## src/rtl/alu_pkg.sv

```systemverilog
// alu_pkg: shared definitions for the EX-stage ALU and its multiply/divide engine.
//   - ALU_* : control-field codes (4-bit, zero-extended to CTRL_W by users)
//   - md_state_e : multiply/divide engine state encoding
package alu_pkg;

    localparam logic [3:0] ALU_AND   = 4'b0000;
    localparam logic [3:0] ALU_OR    = 4'b0001;
    localparam logic [3:0] ALU_ADD   = 4'b0010;
    localparam logic [3:0] ALU_SLTU  = 4'b0011;
    localparam logic [3:0] ALU_SUB   = 4'b0110;
    localparam logic [3:0] ALU_SLT   = 4'b0111;
    localparam logic [3:0] ALU_MULTU = 4'b1000;
    localparam logic [3:0] ALU_MULT  = 4'b1001;
    localparam logic [3:0] ALU_DIVU  = 4'b1010;
    localparam logic [3:0] ALU_DIV   = 4'b1011;
    localparam logic [3:0] ALU_NOR   = 4'b1100;
    localparam logic [3:0] ALU_MFHI  = 4'b1101;
    localparam logic [3:0] ALU_MFLO  = 4'b1110;

    typedef enum logic [1:0] {
        StIdle,
        StMul,
        StDiv,
        StFin
    } md_state_e;

endpackage

```

## src/rtl/muldiv_unit.sv

```systemverilog
// muldiv_unit: iterative multiply/divide engine owning the HI/LO registers.
// Ports:
//   i_clk, i_reset   clock, synchronous active-high reset (aborts any operation)
//   i_start          request accepted when idle
//   i_is_div         1 = divide, 0 = multiply
//   i_signed         1 = signed operands
//   i_a, i_b         operands (dividend / divisor for divide)
//   o_busy           engine running (MUL/DIV/FIN)
//   o_done           one-cycle pulse, HI/LO already hold the new values
//   o_hi, o_lo       committed HI/LO registers
module muldiv_unit #(
    parameter int unsigned WIDTH = 32
) (
    input  logic             i_clk,
    input  logic             i_reset,
    input  logic             i_start,
    input  logic             i_is_div,
    input  logic             i_signed,
    input  logic [WIDTH-1:0] i_a,
    input  logic [WIDTH-1:0] i_b,
    output logic             o_busy,
    output logic             o_done,
    output logic [WIDTH-1:0] o_hi,
    output logic [WIDTH-1:0] o_lo
);
    import alu_pkg::*;

    localparam int unsigned CNT_W = $clog2(WIDTH + 1);

    md_state_e          r_state, w_state_nxt;
    logic [CNT_W-1:0]   r_cnt, w_cnt_nxt;
    // Multiply: {partial product, remaining multiplier bits}.
    // Divide:   {partial remainder, dividend bits shifting into quotient}.
    logic [2*WIDTH-1:0] r_acc, w_acc_nxt;
    logic [WIDTH-1:0]   r_opb, w_opb_nxt;
    logic               r_neg_q, w_neg_q_nxt;
    logic               r_neg_r, w_neg_r_nxt;
    logic [WIDTH-1:0]   r_hi, w_hi_nxt;
    logic [WIDTH-1:0]   r_lo, w_lo_nxt;

    logic [WIDTH-1:0]   w_mag_a, w_mag_b;
    logic [WIDTH:0]     w_madd;
    logic [WIDTH:0]     w_dshift;
    logic               w_dge;
    logic [WIDTH-1:0]   w_ddiff;
    logic [2*WIDTH-1:0] w_prod;
    logic [WIDTH-1:0]   w_quo, w_rem;

    assign w_mag_a = (i_signed && i_a[WIDTH-1]) ? -i_a : i_a;
    assign w_mag_b = (i_signed && i_b[WIDTH-1]) ? -i_b : i_b;

    assign w_madd   = {1'b0, r_acc[2*WIDTH-1:WIDTH]} + (r_acc[0] ? {1'b0, r_opb} : '0);
    assign w_dshift = {r_acc[2*WIDTH-1:WIDTH], r_acc[WIDTH-1]};
    assign w_dge    = w_dshift >= {1'b0, r_opb};
    // Remainder is below the divisor whenever w_dge holds, so the low bits suffice.
    assign w_ddiff  = w_dshift[WIDTH-1:0] - r_opb;

    assign w_prod = r_neg_q ? -r_acc : r_acc;
    assign w_quo  = r_neg_q ? -r_acc[WIDTH-1:0] : r_acc[WIDTH-1:0];
    assign w_rem  = r_neg_r ? -r_acc[2*WIDTH-1:WIDTH] : r_acc[2*WIDTH-1:WIDTH];

    always_comb begin
        w_state_nxt = r_state;
        w_cnt_nxt   = r_cnt;
        w_acc_nxt   = r_acc;
        w_opb_nxt   = r_opb;
        w_neg_q_nxt = r_neg_q;
        w_neg_r_nxt = r_neg_r;
        w_hi_nxt    = r_hi;
        w_lo_nxt    = r_lo;
        case (r_state)
            StIdle: begin
                if (i_start) begin
                    w_cnt_nxt   = CNT_W'(WIDTH);
                    w_acc_nxt   = {{WIDTH{1'b0}}, w_mag_a};
                    w_opb_nxt   = w_mag_b;
                    w_neg_q_nxt = i_signed && (i_a[WIDTH-1] != i_b[WIDTH-1]);
                    w_neg_r_nxt = i_signed && i_a[WIDTH-1];
                    w_state_nxt = i_is_div ? StDiv : StMul;
                    // Divide by zero: no iterations, commit {a, all ones} unchanged.
                    if (i_is_div && (i_b == '0)) begin
                        w_cnt_nxt   = '0;
                        w_acc_nxt   = {i_a, {WIDTH{1'b1}}};
                        w_neg_q_nxt = 1'b0;
                        w_neg_r_nxt = 1'b0;
                    end
                end
            end
            StMul: begin
                if (r_cnt == '0) begin
                    w_hi_nxt    = w_prod[2*WIDTH-1:WIDTH];
                    w_lo_nxt    = w_prod[WIDTH-1:0];
                    w_state_nxt = StFin;
                end else begin
                    w_acc_nxt = {w_madd, r_acc[WIDTH-1:1]};
                    w_cnt_nxt = r_cnt - 1'b1;
                end
            end
            StDiv: begin
                if (r_cnt == '0) begin
                    w_hi_nxt    = w_rem;
                    w_lo_nxt    = w_quo;
                    w_state_nxt = StFin;
                end else begin
                    w_acc_nxt = w_dge ? {w_ddiff, r_acc[WIDTH-2:0], 1'b1}
                                      : {w_dshift[WIDTH-1:0], r_acc[WIDTH-2:0], 1'b0};
                    w_cnt_nxt = r_cnt - 1'b1;
                end
            end
            StFin:   w_state_nxt = StIdle;
            default: w_state_nxt = StIdle;
        endcase
    end

    always_ff @(posedge i_clk) begin
        if (i_reset) begin
            r_state <= StIdle;
            r_cnt   <= '0;
            r_acc   <= '0;
            r_opb   <= '0;
            r_neg_q <= 1'b0;
            r_neg_r <= 1'b0;
            r_hi    <= '0;
            r_lo    <= '0;
        end else begin
            r_state <= w_state_nxt;
            r_cnt   <= w_cnt_nxt;
            r_acc   <= w_acc_nxt;
            r_opb   <= w_opb_nxt;
            r_neg_q <= w_neg_q_nxt;
            r_neg_r <= w_neg_r_nxt;
            r_hi    <= w_hi_nxt;
            r_lo    <= w_lo_nxt;
        end
    end

    assign o_busy = (r_state != StIdle);
    assign o_done = (r_state == StFin);
    assign o_hi   = r_hi;
    assign o_lo   = r_lo;

endmodule

```

## src/rtl/alu_muldiv.sv

```systemverilog
// alu_muldiv: EX-stage ALU with same-cycle logic/arithmetic ops and a
// multi-cycle multiply/divide engine writing HI/LO.
// Ports:
//   i_clk, i_reset       clock, synchronous active-high reset
//   i_control            operation select (alu_pkg::ALU_* codes)
//   i_a, i_b             operands
//   i_in_valid           request strobe for MULT/MULTU/DIV/DIVU
//   o_in_ready           engine idle
//   o_result, o_zero     combinational result and result==0
//   o_overflow           signed overflow on ADD/SUB
//   o_busy, o_done       engine running / one-cycle commit pulse
//   o_hi, o_lo           HI/LO registers
module alu_muldiv #(
    parameter int unsigned WIDTH  = 32,
    parameter int unsigned CTRL_W = 4
) (
    input  logic              i_clk,
    input  logic              i_reset,
    input  logic [CTRL_W-1:0] i_control,
    input  logic [WIDTH-1:0]  i_a,
    input  logic [WIDTH-1:0]  i_b,
    input  logic              i_in_valid,
    output logic              o_in_ready,
    output logic [WIDTH-1:0]  o_result,
    output logic              o_zero,
    output logic              o_overflow,
    output logic              o_busy,
    output logic              o_done,
    output logic [WIDTH-1:0]  o_hi,
    output logic [WIDTH-1:0]  o_lo
);
    import alu_pkg::*;

    logic [WIDTH-1:0] w_sum, w_diff;
    logic             w_slt, w_sltu;
    logic             w_seq, w_signed, w_is_div;
    logic             w_busy;

    assign w_sum  = i_a + i_b;
    assign w_diff = i_a - i_b;
    assign w_slt  = $signed(i_a) < $signed(i_b);
    assign w_sltu = i_a < i_b;

    assign w_seq    = (i_control == CTRL_W'(ALU_MULTU)) || (i_control == CTRL_W'(ALU_MULT)) ||
                      (i_control == CTRL_W'(ALU_DIVU))  || (i_control == CTRL_W'(ALU_DIV));
    assign w_signed = (i_control == CTRL_W'(ALU_MULT)) || (i_control == CTRL_W'(ALU_DIV));
    assign w_is_div = (i_control == CTRL_W'(ALU_DIVU)) || (i_control == CTRL_W'(ALU_DIV));

    muldiv_unit #(
        .WIDTH (WIDTH)
    ) u_muldiv (
        .i_clk    (i_clk),
        .i_reset  (i_reset),
        .i_start  (i_in_valid && w_seq),
        .i_is_div (w_is_div),
        .i_signed (w_signed),
        .i_a      (i_a),
        .i_b      (i_b),
        .o_busy   (w_busy),
        .o_done   (o_done),
        .o_hi     (o_hi),
        .o_lo     (o_lo)
    );

    assign o_busy     = w_busy;
    assign o_in_ready = ~w_busy;

    always_comb begin
        o_result   = '0;
        o_overflow = 1'b0;
        case (i_control)
            CTRL_W'(ALU_AND):  o_result = i_a & i_b;
            CTRL_W'(ALU_OR):   o_result = i_a | i_b;
            CTRL_W'(ALU_NOR):  o_result = ~(i_a | i_b);
            CTRL_W'(ALU_ADD): begin
                o_result   = w_sum;
                o_overflow = (i_a[WIDTH-1] == i_b[WIDTH-1]) && (w_sum[WIDTH-1] != i_a[WIDTH-1]);
            end
            CTRL_W'(ALU_SUB): begin
                o_result   = w_diff;
                o_overflow = (i_a[WIDTH-1] != i_b[WIDTH-1]) && (w_diff[WIDTH-1] != i_a[WIDTH-1]);
            end
            CTRL_W'(ALU_SLT):  o_result = {{(WIDTH-1){1'b0}}, w_slt};
            CTRL_W'(ALU_SLTU): o_result = {{(WIDTH-1){1'b0}}, w_sltu};
            CTRL_W'(ALU_MFHI): o_result = o_hi;
            CTRL_W'(ALU_MFLO): o_result = o_lo;
            default:           o_result = '0;
        endcase
    end

    assign o_zero = (o_result == '0);

endmodule

```

## config.mk

```make
export PLATFORM = sky130hd
export DESIGN_NAME = alu_muldiv
export DESIGN_NICKNAME = d
export VERILOG_FILES = /design/src/rtl/alu_pkg.sv /design/src/rtl/muldiv_unit.sv /design/src/rtl/alu_muldiv.sv
export SDC_FILE = /design/constraint.sdc
export NUM_CORES = 1
export LEC_CHECK = 0
export ABC_AREA = 0
export CORE_MARGIN = 1.5
export CORE_UTILIZATION = 40
export DETAILED_ROUTE_END_ITERATION = 8
export SKIP_CTS_REPAIR_TIMING = 1
export SLEW_MARGIN = 20
export SYNTH_ARGS = -nofsm -noshare
export SYNTH_HDL_FRONTEND = slang
export SYNTH_SLANG_ARGS = --single-unit
```

## constraint.sdc

```tcl
create_clock -name i_clk -period 8.2 [get_ports i_clk]
set_clock_uncertainty 0.2 [all_clocks]
set_input_delay 1.64 -clock i_clk [delete_from_list [all_inputs] [get_ports i_clk]]
set_output_delay 1.64 -clock i_clk [all_outputs]
set_load 0.02 [all_outputs]
```

# Word-level counts from Yosys, hierarchy flattened
# Cells that the tools add are included.
[word_totals]
reg_bits = 170
out_inout_bits = 101
[classes]
addsub = 10
n_lt_le_gt_ge = 3
eq_ne = 26
mux = 30
bitwise = 4
reduce_logical = 27
[op_table]
columns = ["operator", "n"]
rows = [
  ["$mux 64", 6],
  ["$mux 32", 9],
  ["$pmux 32 s9", 1],
  ["$pmux 64 s3", 1],
  ["$neg 32->32", 4],
  ["$pmux 32 s2", 2],
  ["$logic_not 32->1", 2],
  ["$lt 32x32->1", 2],
  ["$neg 64->64", 1],
  ["$sub 32x32->32", 2],
  ["$add 32x33->33", 1],
  ["$ge 33x32->1", 1],
  ["$add 32x32->32", 1],
  ["$and 32x32->32", 1],
  ["$not 32->32", 1],
  ["$or 32x32->32", 1],
  ["$eq 4x4->1 const B", 7],
  ["$mux 6", 3],
  ["$pmux 6 s2", 1],
  ["$eq 4x2->1 const B", 2],
  ["$eq 4x3->1 const B", 2],
  ["$ne 2x1->1 const B", 4],
  ["$logic_and 1x1->1", 7],
  ["$logic_not 6->1", 1],
  ["other kinds (21)", 37],
]

# Logic depth before layout (Yosys ltp)
[depth]
word_depth = 7
mapped_depth = 17
depth_no_buf = 16

# Cells and area by module
# A second synthesis with hierarchy kept.
[hier_totals]
cells_unflattened = 2822
hier_area_um2 = 20130.6
[by_module_without_submodules]
columns = ["module", "n_inst", "cells_per_inst", "area_per_inst_um2", "seq_area_each_um2"]
rows = [
  ["muldiv_unit", 1, 1941, 14206.1, 3403.3],
  ["alu_muldiv", 1, 881, 5924.4, 0.0],
]

# Least setup slack after synthesis
# Ideal clock, no wire load.
[synth_timing]
kind = "input to output"
from = "in i_a[0]"
to = "out o_zero"
arrival_time_ps = 6189
t_required_ps = 6360
setup_slack_ps = 171
stages = 14
path_cell_list = "inv_1 ha_1 fa_1 mux2i_1 a222oi_1 o21ai_0 or3_1 nor4_1 or4b_1 or4_1 or4_1 or4_1 or4_1 nor4_2"
[synth_between]
elab_cells_between_ends = 9
[synth_rtl]
columns = ["element", "line", "text"]
rows = [
  ["start: declaration", "alu_muldiv.sv:20", "input logic [WIDTH-1:0] i_a,"],
  ["$sub 32x32->32 / $add 32x32->32 (equally long branches)", "alu_muldiv.sv:40, alu_muldiv.sv:39", ""],
  ["$pmux 32 s9 *", "alu_muldiv.sv:71", "case (i_control)"],
  ["named net o_result[1]", "alu_muldiv.sv:24", "output logic [WIDTH-1:0] o_result,"],
  ["$logic_not 32->1 *", "alu_muldiv.sv:91", "assign o_zero = (o_result == '0);"],
  ["end: declaration", "alu_muldiv.sv:25", "output logic o_zero,"],
]
# The timed path passes the listed nets; every way through them passes the cells marked *.

# Worst setup path in the final report
[layout_timing]
from = "in i_a[1]"
to = "out o_zero"
[layout_between]
elab_chain_len = 4
elab_cells_between_ends = 9
[layout_rtl]
columns = ["element", "line"]
rows = [
  ["parallel branches: the longest is 2 deep, another holds $sub 32x32->32", "-"],
  ["$pmux 32 s9 *", "alu_muldiv.sv:71"],
  ["$logic_not 32->1 *", "alu_muldiv.sv:91"],
]
# Mark *: on every way between the ends.

==> impl_results.md <==
- Synth Area in Compound Gates: 32.3%
- Total Power: 7940 µW
- Detailed Route WL: 86.7 mm
- Net Switching: 4170 µW
- Antenna violations before repair: 0
- WL met3: 7.13 mm
- Die H: 220 µm
- First-iteration detailed-routing DRC count: 2667
- Reg2Reg Setup Slack: 2870 ps
- Core area: 46600 µm²
- Wl on met1: 41.2 mm
- Global-route wire length before repair: 128 mm
- Top cells by count, synth: 321 x nor2_1, 224 x a21oi_1, 177 x ha_1, 177 x nand2_1, 170 x dfxtp_1
- Metal2 WL: 36.4 mm
- 1st-pass router iterations: 7
- Startpoint Class: input pin
- Clock share of power: 10.2%
- Gpl congestion: 1.05
- Routed Antenna Nets: 0
- Clk buf depth: 2
- YS warnings: 0
- Seq pwr share: 20.9%
- Wire per inst: 24.0 µm
- R2R depth: 14
- Die area: 48500 µm²
- Clock Sinks: 170
- Post-synth EDFFs: 0
- Most instantiated library cell after synthesis: nor2_1
- Reg2reg end: u_muldiv.r_acc[60]
- Period utilization: 101%
- Violated checks: negative setup slack
- Internal Power: 3770 µW
- Worst Setup SP: i_a[1]
- CTS tree: done
- Post-synthesis xor/xnor area fraction: 8.64%
- # rows: 79
- Nets: 3247
- Status: complete, but fails checks
- Synth area leaders: dfxtp_1 18%, ha_1 12%, nor2_1 6.4%
- Register bit total from synthesis: 170
- Max_cap viols: 0
- Largest family of logic cells by synthesized area: compound AO/OA/AOI/OAI gates
- Drc violations: 0
- CTS buffer count: 17
- Cell Count, Final, Fillers Out: 3615
- Syn_area_per_cell: 7.30 µm²
- DR top layer: met4
- Number of instances in the placed design: 3574
- Via count: 22100
- Die width: 220 µm
- Comb power frac: 68.9%
- Number of diodes: 0
- Max-slew violations: 0
- Reg clk slew, reported paths: 70 ps
- Initial Utilization: 40.5%
- Synth top area share: 18.0%
- Root Buffer: clkbuf_16
- Gr ovfl total: 0
- Register area share after synthesis: 18.0%
- Syn Nets: 2837
- Synth area leader: dfxtp_1
- Hold Crit Start: u_muldiv.r_opb[31]
- WP data required: 6360 ps
- Pwr/cell area: 321 nW/µm²
- Mux share of post-synthesis cell area: 2.53%
- # setup viols final: 1
- Synth Area in Simple Gates: 19.8%
- Area after DPL: 23500 µm²
- Leakage: 0.0104 µW
- Peak fanout along the critical path: 5
- Footprint of the multi-input gates: 14700 µm²
- Layout cells sized above 1: 18.2%
- WP data arrival: 6410 ps
- Gate count of the mapped netlist: 2585
- Switching Share: 52.5%
- FFs w/ async S/R, synth: 0%
- IO buf count: 171
- Finished layout cell area: 24700 µm²
- Distinct cells, synth: 89
- Ys flop type: dfxtp_1
- H-tree levels: 4
- Final Hold Fails: 0
- CP Capture Type: output pin
- Mapped cell area: 18900 µm²
- Final min period: 8250 ps
- Hold Path Stages: 2
- GR Util All Layers: 34.9%
- Filler cells: 4604
- IO Count: 172
- Via/cell ratio: 6.11
- Worst r2r src: u_muldiv.r_acc[32]
- Worst-Margin Slew: 993 ps
- Register area: 3400 µm²
- Hold EP: u_muldiv.r_opb[31]
- Final HPWL DP: 70.0 mm
- Max Fclk: 0.121 GHz
- RSZ-0062 raised after global routing: yes
- Setup CP Type: in -> out
- Max rail drop VDD: 0.335 mV
- Final worst slack: -49.9 ps
- Rel. slew slack: 33.5%
- Largest net degree at the start of global routing: 94
- Hold crit path type: reg -> reg
- P&R area growth vs syn: 30.9%
- Vias in the first global route: 20500
- Clk_lat worst skew: 460 ps
- Adder-Cell Fraction of Synth Area: 12.2%
[layer usage]
layer  vias up  track usage (%)
met5         -                0
met4         0             9.09
met3       103             4.48
met2       963             51.8
met1     10600             52.6
li1      10400                -
[area by class of cell]
class / instances / share of cell area [%]
multi-input combinational: 2098 / 59.5
timing repair buffer: 548 / 18.9
sequential: 170 / 13.8
tap: 607 / 3.08
inverter: 160 / 2.44
clock buffer: 18 / 1.78
clock inverter: 14 / 0.562
[flip-flops by register name (all words and copies together), names as in the netlist]
register and cells:
u_muldiv.r_opb 32, u_muldiv.o_hi 32, u_muldiv.o_lo 32, u_muldiv.r_state 2, u_muldiv.r_neg_r 1, u_muldiv.r_neg_q 1, u_muldiv.r_cnt 6, u_muldiv.r_acc 64
[stage by stage]
step                      utilization, %  hold WS, ps  setup WS (ps)  TNS, ps
after floorplan                        -          232            171        0
after detailed placement            50.6          253          -1330    -2160
after global placement              50.6          246          -1290    -2270
final                               53.0          267          -49.9    -49.9
after CTS                           51.8          264          -1360    -2280
after global routing                53.0          317           -193     -193
[how the worst max path moves through the flow]
stage                         to  slack [ps]  cells past startpoint
final                     o_zero         -50                     19
after global routing      o_zero        -190                     17
after CTS                 o_zero       -1360                     18
after detailed placement  o_zero       -1330                     16
after global placement    o_zero       -1290                     17
after floorplan           o_zero         170                     14
[cell families after synthesis]
kind of cell / count (synthesis)
muxes: 45
AOI/OAI and AO/OA: 891
DFF: 170
buffers and inverters: 317
xor gates and xnor gates: 186
adders and majority gates: 181
and+or+nand+nor: 795
[cell usage in the layout (no fill, tap or decap), types with 23 or more instances in the layout]
cell             Yosys  layout
nor2_1             321     316
o211ai_1            30      30
or3_1               33      30
a221oi_1            50      49
nand3_1             36      36
xor2_1              68      68
nor3_1              45      44
a21o_1              48      48
a211oi_1            93      92
a22oi_1             53      52
a21oi_1            224     221
nor4_1              40      37
dlymetal6s2s_1       0      30
buf_4                2     372
a31oi_1             35      35
o21ai_0            127     117
mux2i_1             23      23
xnor2_1            118     118
dfxtp_1            170     170
clkdlybuf4s50_1      0     134
ha_1               177     153
nand2_1            177     176
o31ai_1             28      27
inv_1              158     146
[power by group through the flow]
stage | Sequential [µW] | Combinational [µW] | Clock [µW]
5_1_grt | 1680 | 5940 | 847
2_1_floorplan | 1530 | 3600 | 0
3_5_place_dp | 1640 | 5320 | 0
3_3_place_gp | 1640 | 5250 | 0
4_1_cts | 1620 | 5340 | 816
6_report | 1660 | 5470 | 813
[worst max-delay path: stages]
cell and delay (ps):
buf_4 130, buf_4 160, ha_1 240, a211oi_4 330, buf_4 170, o32a_1 220, o21bai_2 110, buf_4 140
buf_4 140, a311oi_4 340, o21bai_1 150, a2111o_1 380, a2bb2oi_1 170, a2111o_1 310, or4_4 490, or4_4 450
or4_4 520, nor4_4 150, buf_4 180
No activity file was read; power rests on OpenSTA's default activity.
